--- config.mk ---
export PLATFORM = sky130hd
export DESIGN_NAME = alu_arbiter
export DESIGN_NICKNAME = d
export VERILOG_FILES = /design/src/rtl/alu_arbiter.sv
export SDC_FILE = /design/constraint.sdc
export NUM_CORES = 1
export LEC_CHECK = 0
export ABC_CLOCK_PERIOD_IN_PS = 2100
export CAP_MARGIN = 10
export CORE_MARGIN = 5
export CORE_UTILIZATION = 40
export DETAILED_ROUTE_END_ITERATION = 6
export GPL_TIMING_DRIVEN = 0
export PLACE_DENSITY = 0.91
export SETUP_SLACK_MARGIN = 0.02
export SLEW_MARGIN = 20
export SYNTH_ARGS = -nofsm -noshare
export SYNTH_HDL_FRONTEND = slang
export SYNTH_SLANG_ARGS = --single-unit
--- constraint.sdc ---
create_clock -name clk -period 2.1 [get_ports clk]
set_input_delay 0.21 -clock clk [delete_from_list [all_inputs] [get_ports clk]]
set_output_delay 0.21 -clock clk [all_outputs]
set_load 0.005 [all_outputs]
--- src/rtl/alu_arbiter.sv ---
// Round-robin front end that time-shares one external combinational ALU between two
// requesters, holds operands for a settle window, and returns a tagged response.
module alu_arbiter #(
  parameter int unsigned ADD_CYC = 1,
  parameter int unsigned MUL_CYC = 2,
  parameter int unsigned CW      = 3
) (
  input  logic        clk,
  input  logic        rst_n,
  input  logic [1:0]  req_valid,
  output logic [1:0]  req_ready,
  input  logic [1:0]  req_op0,
  input  logic [1:0]  req_op1,
  input  logic [7:0]  req_a0,
  input  logic [7:0]  req_a1,
  input  logic [7:0]  req_b0,
  input  logic [7:0]  req_b1,
  input  logic        req_c0,
  input  logic        req_c1,
  output logic [1:0]  alu_sel,
  output logic [7:0]  alu_a,
  output logic [7:0]  alu_b,
  output logic        alu_c,
  input  logic [15:0] alu_out,
  input  logic        alu_flag,
  output logic        resp_valid,
  input  logic        resp_ready,
  output logic        resp_id,
  output logic [15:0] resp_data,
  output logic        resp_flag,
  output logic        resp_err
);

  typedef enum logic [1:0] {StIdle, StExec, StResp} state_e;

  localparam logic [1:0] OpMul = 2'b10;
  localparam logic [1:0] OpIll = 2'b11;

  localparam logic [CW-1:0] AddLast = CW'(ADD_CYC - 1);
  localparam logic [CW-1:0] MulLast = CW'(MUL_CYC - 1);

  state_e        state_q, state_d;
  logic [1:0]    op_q, op_d;
  logic [7:0]    a_q, a_d;
  logic [7:0]    b_q, b_d;
  logic          c_q, c_d;
  logic          id_q, id_d;
  logic [CW-1:0] cnt_q, cnt_d;
  logic          last_grant_q, last_grant_d;
  logic [15:0]   data_q, data_d;
  logic          flag_q, flag_d;
  logic          err_q, err_d;

  logic          grant_vld;
  logic          grant_id;
  logic [1:0]    sel_op;
  logic [7:0]    sel_a;
  logic [7:0]    sel_b;
  logic          sel_c;
  logic [CW-1:0] exec_last;

  // Grant only in IDLE; gated by rst_n so no accept strobe leaks out during reset.
  always_comb begin
    grant_vld = 1'b0;
    grant_id  = 1'b0;
    if (state_q == StIdle && rst_n) begin
      unique case (req_valid)
        2'b01: begin
          grant_vld = 1'b1;
          grant_id  = 1'b0;
        end
        2'b10: begin
          grant_vld = 1'b1;
          grant_id  = 1'b1;
        end
        2'b11: begin
          grant_vld = 1'b1;
          grant_id  = ~last_grant_q;
        end
        default: begin
          grant_vld = 1'b0;
          grant_id  = 1'b0;
        end
      endcase
    end
  end

  assign req_ready = {grant_vld & grant_id, grant_vld & ~grant_id};

  always_comb begin
    sel_op = grant_id ? req_op1 : req_op0;
    sel_a  = grant_id ? req_a1  : req_a0;
    sel_b  = grant_id ? req_b1  : req_b0;
    sel_c  = grant_id ? req_c1  : req_c0;
  end

  assign exec_last = (op_q == OpMul) ? MulLast : AddLast;

  always_comb begin
    state_d      = state_q;
    op_d         = op_q;
    a_d          = a_q;
    b_d          = b_q;
    c_d          = c_q;
    id_d         = id_q;
    cnt_d        = cnt_q;
    last_grant_d = last_grant_q;
    data_d       = data_q;
    flag_d       = flag_q;
    err_d        = err_q;

    unique case (state_q)
      StIdle: begin
        if (grant_vld) begin
          op_d         = sel_op;
          a_d          = sel_a;
          b_d          = sel_b;
          c_d          = sel_c;
          id_d         = grant_id;
          last_grant_d = grant_id;
          cnt_d        = '0;
          if (sel_op == OpIll) begin
            // Illegal op never touches the ALU; respond next cycle with a zeroed error.
            data_d  = '0;
            flag_d  = 1'b0;
            err_d   = 1'b1;
            state_d = StResp;
          end else begin
            err_d   = 1'b0;
            state_d = StExec;
          end
        end
      end
      StExec: begin
        if (cnt_q == exec_last) begin
          data_d  = (op_q == OpMul) ? alu_out : {8'h00, alu_out[7:0]};
          flag_d  = alu_flag;
          cnt_d   = '0;
          state_d = StResp;
        end else begin
          cnt_d = cnt_q + CW'(1);
        end
      end
      StResp: begin
        if (resp_ready) begin
          state_d = StIdle;
        end
      end
      default: begin
        state_d = StIdle;
      end
    endcase
  end

  always_ff @(posedge clk or negedge rst_n) begin
    if (!rst_n) begin
      state_q      <= StIdle;
      op_q         <= '0;
      a_q          <= '0;
      b_q          <= '0;
      c_q          <= 1'b0;
      id_q         <= 1'b0;
      cnt_q        <= '0;
      last_grant_q <= 1'b1;
      data_q       <= '0;
      flag_q       <= 1'b0;
      err_q        <= 1'b0;
    end else begin
      state_q      <= state_d;
      op_q         <= op_d;
      a_q          <= a_d;
      b_q          <= b_d;
      c_q          <= c_d;
      id_q         <= id_d;
      cnt_q        <= cnt_d;
      last_grant_q <= last_grant_d;
      data_q       <= data_d;
      flag_q       <= flag_d;
      err_q        <= err_d;
    end
  end

  // ALU inputs are quiet (all zero) outside the settle window.
  always_comb begin
    alu_sel = '0;
    alu_a   = '0;
    alu_b   = '0;
    alu_c   = 1'b0;
    if (state_q == StExec) begin
      alu_sel = op_q;
      alu_a   = a_q;
      alu_b   = b_q;
      alu_c   = c_q;
    end
  end

  assign resp_valid = (state_q == StResp);
  assign resp_id    = id_q;
  assign resp_data  = data_q;
  assign resp_flag  = flag_q;
  assign resp_err   = err_q;

  a_ready_onehot: assert property (@(posedge clk) disable iff (!rst_n)
    req_ready != 2'b11);

  a_no_ill_sel: assert property (@(posedge clk) disable iff (!rst_n)
    alu_sel != OpIll);

  a_resp_hold: assert property (@(posedge clk) disable iff (!rst_n)
    resp_valid && !resp_ready |=> resp_valid &&
      $stable({resp_id, resp_data, resp_flag, resp_err}));

endmodule

==> summary.md, run 1 <==
| Metric | Value |
|---|---|
| Status | complete, no violations |
| CP Class | reg2out |
| Final Critical Period | 2.02 ns |
| Post-synthesis sequential area ratio | 53.7% |
| Area growth syn-to-layout | 71.7% |
| Final ANT Viol Nets | 0 |
| Number of flops mapped to enable cells by yosys | 0 |
| Top_reg_cell synth | dfrtp_1 |
| Final Net Count | 376 |
| Setup_tns | 0 ns |
| Cell count after placement | 359 |
| RSZ-0062 raised after global routing | no |
| Initial antenna violation count | 0 |
| Maximum clock frequency | around 500 MHz |
| Measured slew at the worst slew-check pin | 0.632 ns |
| Synth cell types | 35 |
| Die area | between 6000 and 7000 sq um |
| Fin. Hold Viols | 0 |
| Vias in the first global route | 1973 |
| Cell Area, Synth | approximately 2000 sq um |
| TritonCTS buffer count | 5 |
| R2R setup slack | about 0.17 ns |
| Final core utilization | 70.0% |
| ANT cells | 0 |
| CORE AREA | 5040 sq um |
| First-pass detailed-route iteration total | 6 |
| Final WL | 6350 um |
| CP required | between 1.5 and 2 ns |
| Final Setup Violations | 0 |
| Pwr dens | 1060 nW/um^2 |
| Total of max-cap violations | 0 |
| DR vias/cell | 5.09 |
| GRT Overall Usage | a little under a fifth |
| IO Count | 101 |
| VDD IR-drop max | slightly above 600 uV |
| TritonCTS clock tree | yes |
| DR DRC count | 0 |
| Sw power | 1.24 mW |
| Layout cells sized above 1 | about 17% |
| Clk network pwr share | 13.5% |
| Yosys synthesis warning count | 0 |
| Non-filler cells, final | 386 |
| Synthesized netlist net count | 249 |
| H-tree Lvls | 2 |
| CTS Root Cell | clkbuf_8 |
| Leakage power | 1.95 nW |
| GRT overflow | 0 |
| Clock latency on the worst-skew pair | 0.29 ns |
| Initial Utilization | 40.7% |
| Async SR Flop Fraction | 100% |
| Syn Area/Cell | 10.9 sq um |
| Worst Path Arrival | 1.81 ns |
| DR vias | 1963 |
| Max clock buf depth | 2 |
| Hold Slack | 0.480 ns |
| Hold WC Path Type | reg2reg |
| Switch share | 33.1% |
| Mapped Cells | 188 |
| Pint | 2.51 mW |
| Die X-Extent | 81.7 um |
| Worst-path clk slew | 0.08 ns |
| DR iter-0 viols | 142 |
| Crit-path max FO | 4 |
| Post-synthesis register bit count | 44 |
| Final Power | roughly 3.8 mW |
| Die Ht | 81.7 um |
| First-pass GRT wire length | 9580 um |
| CTS Sinks | 44 |
| Setup crit end kind | primary output |
| Crit share post-route | between 90% and 100% |
| IO buf count | 100 |
| Fill cell count | 371 |
| RePlAce Congestion | 0.784 |
| Clock skew | 0.0111 ns |
| Comb power frac | 48.2% |
| Pins over their slew limit | 0 |
| Largest net degree at the start of global routing | 31 |
| WL per Instance | 16.5 um |
| Row count | 26 |
| Crit start category | register |
| Final HPWL DP | 4480 um |
| Rel. slew slack | 57.8% |
| Register share of total power | 38.3% |
-- cells by family (layout without fill, tap and decap cells) --
group                      Yosys count  count (layout)  share of synthesized area, %
muxes                                3               3                          1.52
adders and majority gates            1               1                         0.609
AOI/OAI and AO/OA                   53              53                          22.0
and+or+nand+nor                     54              54                          13.5
buffers and inverters               31             159                          7.49
DFF                                 44              44                          53.7
xor gates and xnor gates             2               2                          1.22
-- worst max-delay path, stage by stage, from the launching register on --
cell and delay, ns:
dfrtp_1 0.43, inv_2 0.08, nor2_4 0.14, clkbuf_8 0.15, buf_4 0.11, and2_1 0.12
clkdlybuf4s50_1 0.49
-- worst paths after layout --
check	from	end	cells past startpoint
worst min-delay path	resp_data[14]	resp_data[14]	1
min in group asynchronous	rst_n	last_grant_q	3
worst max-delay path	state_q[0]	alu_a[2]	6
worst min register to register	resp_data[14]	resp_data[14]	1
max in group asynchronous	rst_n	state_q[1]	3
worst max register to register	last_grant_q	resp_flag	8
-- per-stage QoR --
step | instance area, sq um | setup WS [ns]
floorplan | 2050 | 0.416
global placement | 3140 | -2.50
detailed placement | 3170 | -0.699
CTS | 3410 | 0.00214
global route | 3530 | 0.0262
finish | 3530 | 0.0824
-- cell usage in the layout (no fill, tap or decap), types with 2 or more instances in the layout --
| cell | netlist | routed |
|---|---|---|
| o21ai_0 | 5 | 5 |
| clkbuf_1 | 4 | 4 |
| mux2i_1 | 2 | 2 |
| a21o_1 | 10 | 10 |
| dlygate4sd3_1 | 0 | 3 |
| dlymetal6s2s_1 | 0 | 17 |
| dfrtp_1 | 43 | 42 |
| nor2_4 | 0 | 3 |
| inv_1 | 20 | 19 |
| nor2_1 | 12 | 10 |
| a21oi_1 | 6 | 6 |
| buf_12 | 0 | 2 |
| and2_1 | 18 | 18 |
| nand2_1 | 16 | 16 |
| clkdlybuf4s50_1 | 0 | 82 |
| clkbuf_8 | 0 | 7 |
| buf_4 | 0 | 16 |
| buf_6 | 3 | 4 |
| a22o_2 | 8 | 8 |
| a222oi_1 | 17 | 17 |
-- cell type report --
cell class                 count  area [sq um]  area share, %
sequential                    44          1100           31.3
clock inverter                 1          5.00          0.142
inverter                      20          75.1           2.13
timing repair buffer         121          1250           35.5
buffer                        10           100           2.84
tap                           70          87.6           2.48
clock buffer                   7          76.3           2.16
multi-input combinational    113           830           23.5
-- state kept, by name, indices dropped and copies added, names as in the netlist --
signal        flops
state_q           2
b_q               8
resp_flag         1
cnt_q             3
resp_data        16
resp_err          1
op_q              2
resp_id           1
a_q               8
c_q               1
last_grant_q      1
-- cells in the mapped netlist (4+ instances only) --
cell type  count  area share (%)
dfrtp_1       43              52
nor2_1        12             2.2
a222oi_1      17             8.3
o21ai_0        5             1.2
a21oi_1        6             1.5
nand2_1       16             2.9
clkbuf_1       4            0.73
a22o_2         8             3.9
and2_1        18             5.5
a21o_1        10             3.7
inv_1         20             3.7
-- layer usage --
layer	vias to the layer above	GRT usage, %	part of all wire [%]
met1	950	23.0	38
met3	17	2.96	5.3
li1	924	-	-
met4	0	7.31	2.7
met2	72	33.4	54
met5	-	0	0
-- power by group through the flow --
stage	clock, mW	sequential, mW	combinational, mW
finish	0.505	1.44	1.81
global route	0.555	1.48	1.98
CTS	0.520	1.43	1.77
detailed placement	0	1.42	1.66
global placement	0	1.40	1.61
floorplan	0	1.39	0.888
-- timing repair --
action,in CTS,in global routing
hold buffers,5,0
endpoints found under the setup margin,21,20
cloned,0,0
resized for setup,17,18
endpoints found under the hold margin,30,0
buffers inserted,5,10
pin swaps,3,3
Power figures use the tool's default switching activity.
==> run 2, diff against run 1 <==
SETUP_SLACK_MARGIN = not set   (was 0.02)
==> summary.md, run 2 (synthesis results as in run 1) <==
| Metric | Value |
|---|---|
| Status | complete, no violations (unchanged) |
| R2R setup slack | 0.23 ns (was 0.17 ns) |
| Largest net degree at the start of global routing | 31 (unchanged) |
| DP Area | 3170 sq um (unchanged) |
| Worst Slack Setup Final | 0.0493 ns (was 0.0824 ns) |
| Cell count after placement | 359 (unchanged) |
| VDD IR-drop max | 624 uV (was 620 uV) |
| Commonest non-fill, non-tap cell in the layout | clkdlybuf4s50_1 (unchanged) |
| Dpl ws | -0.699 ns (unchanged) |
| GRT Overall Usage | 18.7% (was 18.8%) |
| RePlAce Congestion | 0.784 (unchanged) |
| Fill cell count | 384 (was 371) |
| Fin. Hold Viols | 0 (unchanged) |
| First-pass GRT wire length | 9520 um (was 9580 um) |
| Non-filler cells, final | 381 (was 386) |
| Final Net Count | 371 (was 376) |
| Measured slew at the worst slew-check pin | 0.638 ns (was 0.632 ns) |
| DR vias/cell | 5.12 (was 5.09) |
| IO buf count | 100 (unchanged) |
| Worst-path clk slew | 0.08 ns (about the same) |
| Commonest cells after routing, fill and taps aside | clkdlybuf4s50_1, dfrtp_1, inv_1 (unchanged) |
| Maximum clock frequency | 488 MHz (was 496 MHz) |
| Initial Utilization | 40.7% (unchanged) |
| Die X-Extent | 81.7 um (unchanged) |
| Crit start category | register (unchanged) |
| Vias in the first global route | 1967 (was 1973) |
| Final Critical Period | 2.05 ns (was 2.02 ns) |
| Clock skew | 0.0116 ns (was 0.0111 ns) |
| Pins over their slew limit | 0 (unchanged) |
| DR iter-0 viols | 131 (was 142) |
| Worst Path Arrival | 1.84 ns (was 1.81 ns) |
| TritonCTS buffer count | 5 (unchanged) |
| CTS Root Cell | clkbuf_8 (unchanged) |
| Crit share post-route | 97.7% (was 96.1%) |
| CP required | 1.89 ns (about the same) |
| Total of max-cap violations | 0 (unchanged) |
| Max reg flops | 16 (unchanged) |
| Crit-path max FO | 10 (was 4) |
| Final ANT Viol Nets | 0 (unchanged) |
| Final core utilization | 68.7% (was 70.0%) |
| CP Class | reg2out (unchanged) |
| CTS Sinks | 44 (unchanged) |
| Clock latency on the worst-skew pair | 0.29 ns (about the same) |
| Max clock buf depth | 2 (unchanged) |
| CORE AREA | 5040 sq um (unchanged) |
| Final WL | 6260 um (was 6350 um) |
| Layout cells sized above 1 | 16.1% (was 17.4%) |
| Area growth syn-to-layout | 68.7% (was 71.7%) |
| Setup crit end kind | primary output (unchanged) |
| Final HPWL DP | 4480 um (unchanged) |
| Initial antenna violation count | 0 (unchanged) |
| Rel. slew slack | 57.3% (was 57.8%) |
| Hold WC Path Type | reg2reg (unchanged) |
| DR vias | 1951 (was 1963) |
| WL per Instance | 16.4 um (was 16.5 um) |
| Die area | 6670 sq um (unchanged) |
| DR DRC count | 0 (unchanged) |
| Row count | 26 (unchanged) |
| Die Ht | 81.7 um (unchanged) |
| Pwr dens | 1070 nW/um^2 (was 1060 nW/um^2) |
| Non-Filler Cell Area, Final | 3470 sq um (was 3530 sq um) |
| Final Setup Violations | 0 (unchanged) |
| ANT cells | 0 (unchanged) |
| H-tree Lvls | 2 (unchanged) |
| First-pass detailed-route iteration total | 6 (unchanged) |
| GRT overflow | 0 (unchanged) |
| IO Count | 101 (unchanged) |
| Leakage power | 1.75 nW (was 1.95 nW) |
| TritonCTS clock tree | yes (unchanged) |
run 2: where the power goes:
| group | internal [mW] | switching (mW) | total [mW] |
|---|---|---|---|
| registers | 1.21 | 0.227 | 1.43 |
| logic | 1.06 | 0.732 | 1.79 |
| clock network | 0.234 | 0.266 | 0.499 |
| total | 2.50 | 1.22 | 3.72 |
run 2: through the flow:
stage	setup TNS, ns	hold slack (ns)	power (mW)
2_1_floorplan	0	-0.0856	2.28
3_3_place_gp	-96.86	0.459	3.02
3_5_place_dp	-7.26	0.312	3.08
4_1_cts	-0.0593	0.485	3.70
5_1_grt	-0.0582	0.485	3.99
6_report	0	0.480	3.72
run 2: timing repair:
| action | CTS | global route |
|---|---|---|
| gates resized for setup | 15 | 10 |
| endpoints found under the setup margin | 21 | 20 |
| pin swaps | 3 | 3 |
| buffers inserted | 4 | 6 |
| hold buffers | 5 | 0 |
| hold endpoints to repair | 30 | 0 |
| gates cloned | 0 | 0 |
run 2: layer usage:
metal,global-route usage [%],wire [um],vias up
met5,0,0,-
met4,7.31,165,0
met3,2.96,359,12
met2,33.4,3390,69
met1,22.5,2340,957
li1,-,-,913
run 2: worst paths after layout:
path	from	to	cells past startpoint
min in group asynchronous	rst_n	resp_data[13]	4
hold / removal	resp_data[14]	resp_data[14]	1
setup / recovery	state_q[0]	alu_b[5]	6
setup reg to reg	state_q[1]	a_q[3]	7
hold reg to reg	resp_data[14]	resp_data[14]	1
max in group asynchronous	rst_n	state_q[1]	3
run 2: worst max-delay path, cell delays in order, from the launching register on:
cell	delay, ns
dfrtp_1	0.43
inv_2	0.08
nor2_4	0.12
clkbuf_8	0.15
clkbuf_8	0.15
and2_1	0.14
clkdlybuf4s50_1	0.50
run 2: cell type report:
cell class / instances / area, sq um / share of cell area, %
Inverter: 20 / 75.1 / 2.17
Multi-Input combinational cell: 113 / 830 / 23.9
Clock inverter: 1 / 5.00 / 0.144
Buffer: 10 / 100 / 2.89
Clock buffer: 7 / 76.3 / 2.20
Tap cell: 70 / 87.6 / 2.53
Sequential cell: 44 / 1100 / 31.8
Timing Repair Buffer: 116 / 1190 / 34.3
==> run 3, diff against run 2 <==
GPL_TIMING_DRIVEN = 1   (was 0)
SKIP_CTS_REPAIR_TIMING = 1   (was not set)
==> summary.md, run 3 (synthesis results as in run 1) <==
| Metric | Value |
|---|---|
| Clock skew | 0.00633 ns (was 0.0116 ns) |
| Hold WC Path Type | in2async (was reg2reg) |
| Commonest non-fill, non-tap cell in the layout | clkdlybuf4s50_1 (unchanged) |
| Crit start category | register (unchanged) |
| Worst Slack Setup Final | 0.0798 ns (was 0.0493 ns) |
| Status | complete, but fails checks (was complete, no violations) |
| Pins over their slew limit | 0 (unchanged) |
| R2R setup slack | 0.32 ns (was 0.23 ns) |
| CTS Root Cell | clkbuf_8 (unchanged) |
| DR DRC count | 11 (was 0) |
| Failing checks | design-rule violations |
| DR vias/cell | 5.09 (was 5.12) |
| CORE AREA | 5040 sq um (unchanged) |
| CP Buf/Inv Count | 1 (was 4) |
| Crit share post-route | 96.2% (was 97.7%) |
| Largest net degree at the start of global routing | 32 (was 31) |
| Fin. Hold Viols | 0 (unchanged) |
| First-pass GRT wire length | 9450 um (was 9520 um) |
| Vias in the first global route | 1923 (was 1967) |
| Total of max-cap violations | 0 (unchanged) |
| Worst-path clk slew | 0.08 ns (about the same) |
| Initial Utilization | 40.7% (unchanged) |
| Final Setup Violations | 0 (unchanged) |
| Final ANT Viol Nets | 0 (unchanged) |
| Measured slew at the worst slew-check pin | 0.536 ns (was 0.638 ns) |
| RR Endpoint | resp_data[6] (was a_q[3]) |
| TritonCTS clock tree | yes (unchanged) |
| Worst Path Arrival | 1.81 ns (was 1.84 ns) |
| Final WL | 6110 um (was 6260 um) |
| Dpl ws | 0.137 ns (was -0.699 ns) |
| ANT cells | 0 (unchanged) |
| Area growth syn-to-layout | 58.5% (was 68.7%) |
| RePlAce Congestion | 0.731 (was 0.784) |
| CP Class | reg2out (unchanged) |
| Layout cells sized above 1 | 12.5% (was 16.1%) |
| CP max-delay cell | clkdlybuf4s50_1 (unchanged) |
| Start of the worst register-to-register path | state_q[1] (unchanged) |
| DR iter-0 viols | 137 (was 131) |
| Die Ht | 81.7 um (unchanged) |
| Max reg flops | 16 (unchanged) |
| TritonCTS buffer count | 5 (unchanged) |
| Setup_tns | 0 ns (unchanged) |
| IO buf count | 100 (unchanged) |
| First-pass detailed-route iteration total | 7 (was 6) |
| Final Critical Period | 2.02 ns (was 2.05 ns) |
| Leakage power | 1.54 nW (was 1.75 nW) |
| GRT overflow | 0 (unchanged) |
| DR vias | 1868 (was 1951) |
| Crit. Startpoint | state_q[1] (was state_q[0]) |
| Worst-path cell chain | nor2_1 > o211ai_1 > nor2_2 > clkdlybuf4s50_1 (was inv_2 > nor2_4 > clkbuf_8 > clkbuf_8 > and2_1 > clkdlybuf4s50_1) |
| CP required | 1.89 ns (about the same) |
| Die X-Extent | 81.7 um (unchanged) |
| Maximum clock frequency | 495 MHz (was 488 MHz) |
| H-tree Lvls | 2 (unchanged) |
| Max clock buf depth | 2 (unchanged) |
| Critical Path Max Stage Delay | 0.55 ns (was 0.50 ns) |
| Commonest cells after routing, fill and taps aside | clkdlybuf4s50_1, dfrtp_1, inv_1 (unchanged) |
| Row count | 26 (unchanged) |
| Final Net Count | 358 (was 371) |
| Clock latency on the worst-skew pair | 0.30 ns (was 0.29 ns) |
| VDD IR-drop max | 548 uV (was 624 uV) |
| Die area | 6670 sq um (unchanged) |
| Final core utilization | 64.6% (was 68.7%) |
| Pwr dens | 1100 nW/um^2 (was 1070 nW/um^2) |
| Final HPWL DP | 4490 um (was 4480 um) |
| WL per Instance | 16.7 um (was 16.4 um) |
| Path depth of the worst reg2reg path | 6 (was 7) |
| GRT Overall Usage | 18.7% (about the same) |
| Crit-path max FO | 5 (was 10) |
| CTS Sinks | 44 (unchanged) |
| DP Area | 3150 sq um (was 3170 sq um) |
| Initial antenna violation count | 0 (unchanged) |
| Crit-path leading delay family | buffers and inverters (unchanged) |
| Non-Filler Cell Area, Final | 3260 sq um (was 3470 sq um) |
| Rel. slew slack | 64.1% (was 57.3%) |
| IO Count | 101 (unchanged) |
| Setup crit end kind | primary output (unchanged) |
-- run 3: stage by stage --
step	total power [mW]	std cells	hold WS (ns)
3_5_place_dp	3.08	358	0.223
3_3_place_gp	3.02	358	0.214
2_1_floorplan	2.28	188	-0.0856
4_1_cts	3.60	365	-0.105
6_report	3.58	367	0.460
5_1_grt	3.84	367	0.484
-- run 3: worst max path at each step --
stage,endpoint,cells after the start
finish,req_ready[0],4
global route,req_ready[0],4
CTS,alu_sel[1],5
detailed placement,resp_data[6],7
global placement,resp_data[6],7
floorplan,resp_flag,7
-- run 3: cell type report --
type / instances / area [sq um]
Sequential cell: 44 / 1100
Clock buffer: 6 / 72.6
Inverter: 20 / 75.1
Tap cell: 70 / 87.6
Timing Repair Buffer: 113 / 1110
Fill cell: 410 / 1790
Multi-Input combinational cell: 113 / 801
Clock inverter: 1 / 5.00
-- run 3: routing by layer --
layer / GRT usage [%] / part of all wire [%] / vias up
met4: 7.97 / 2.8 / 0
met5: 0 / 0 / -
li1: - / - / 882
met3: 4.17 / 6.1 / 14
met2: 30.3 / 51 / 62
met1: 24.1 / 40 / 910
-- run 3: report_power, final --
group,switching (mW),leakage [nW],internal (mW)
Combinational,0.695,0.934,0.970
Sequential,0.217,0.563,1.20
Clock,0.272,0.0410,0.226
Total,1.18,1.54,2.40
-- run 3: worst min-delay path: stages --
cell	delay (ns)
dlygate4sd3_1	0.53
buf_2	0.15
buf_4	0.24
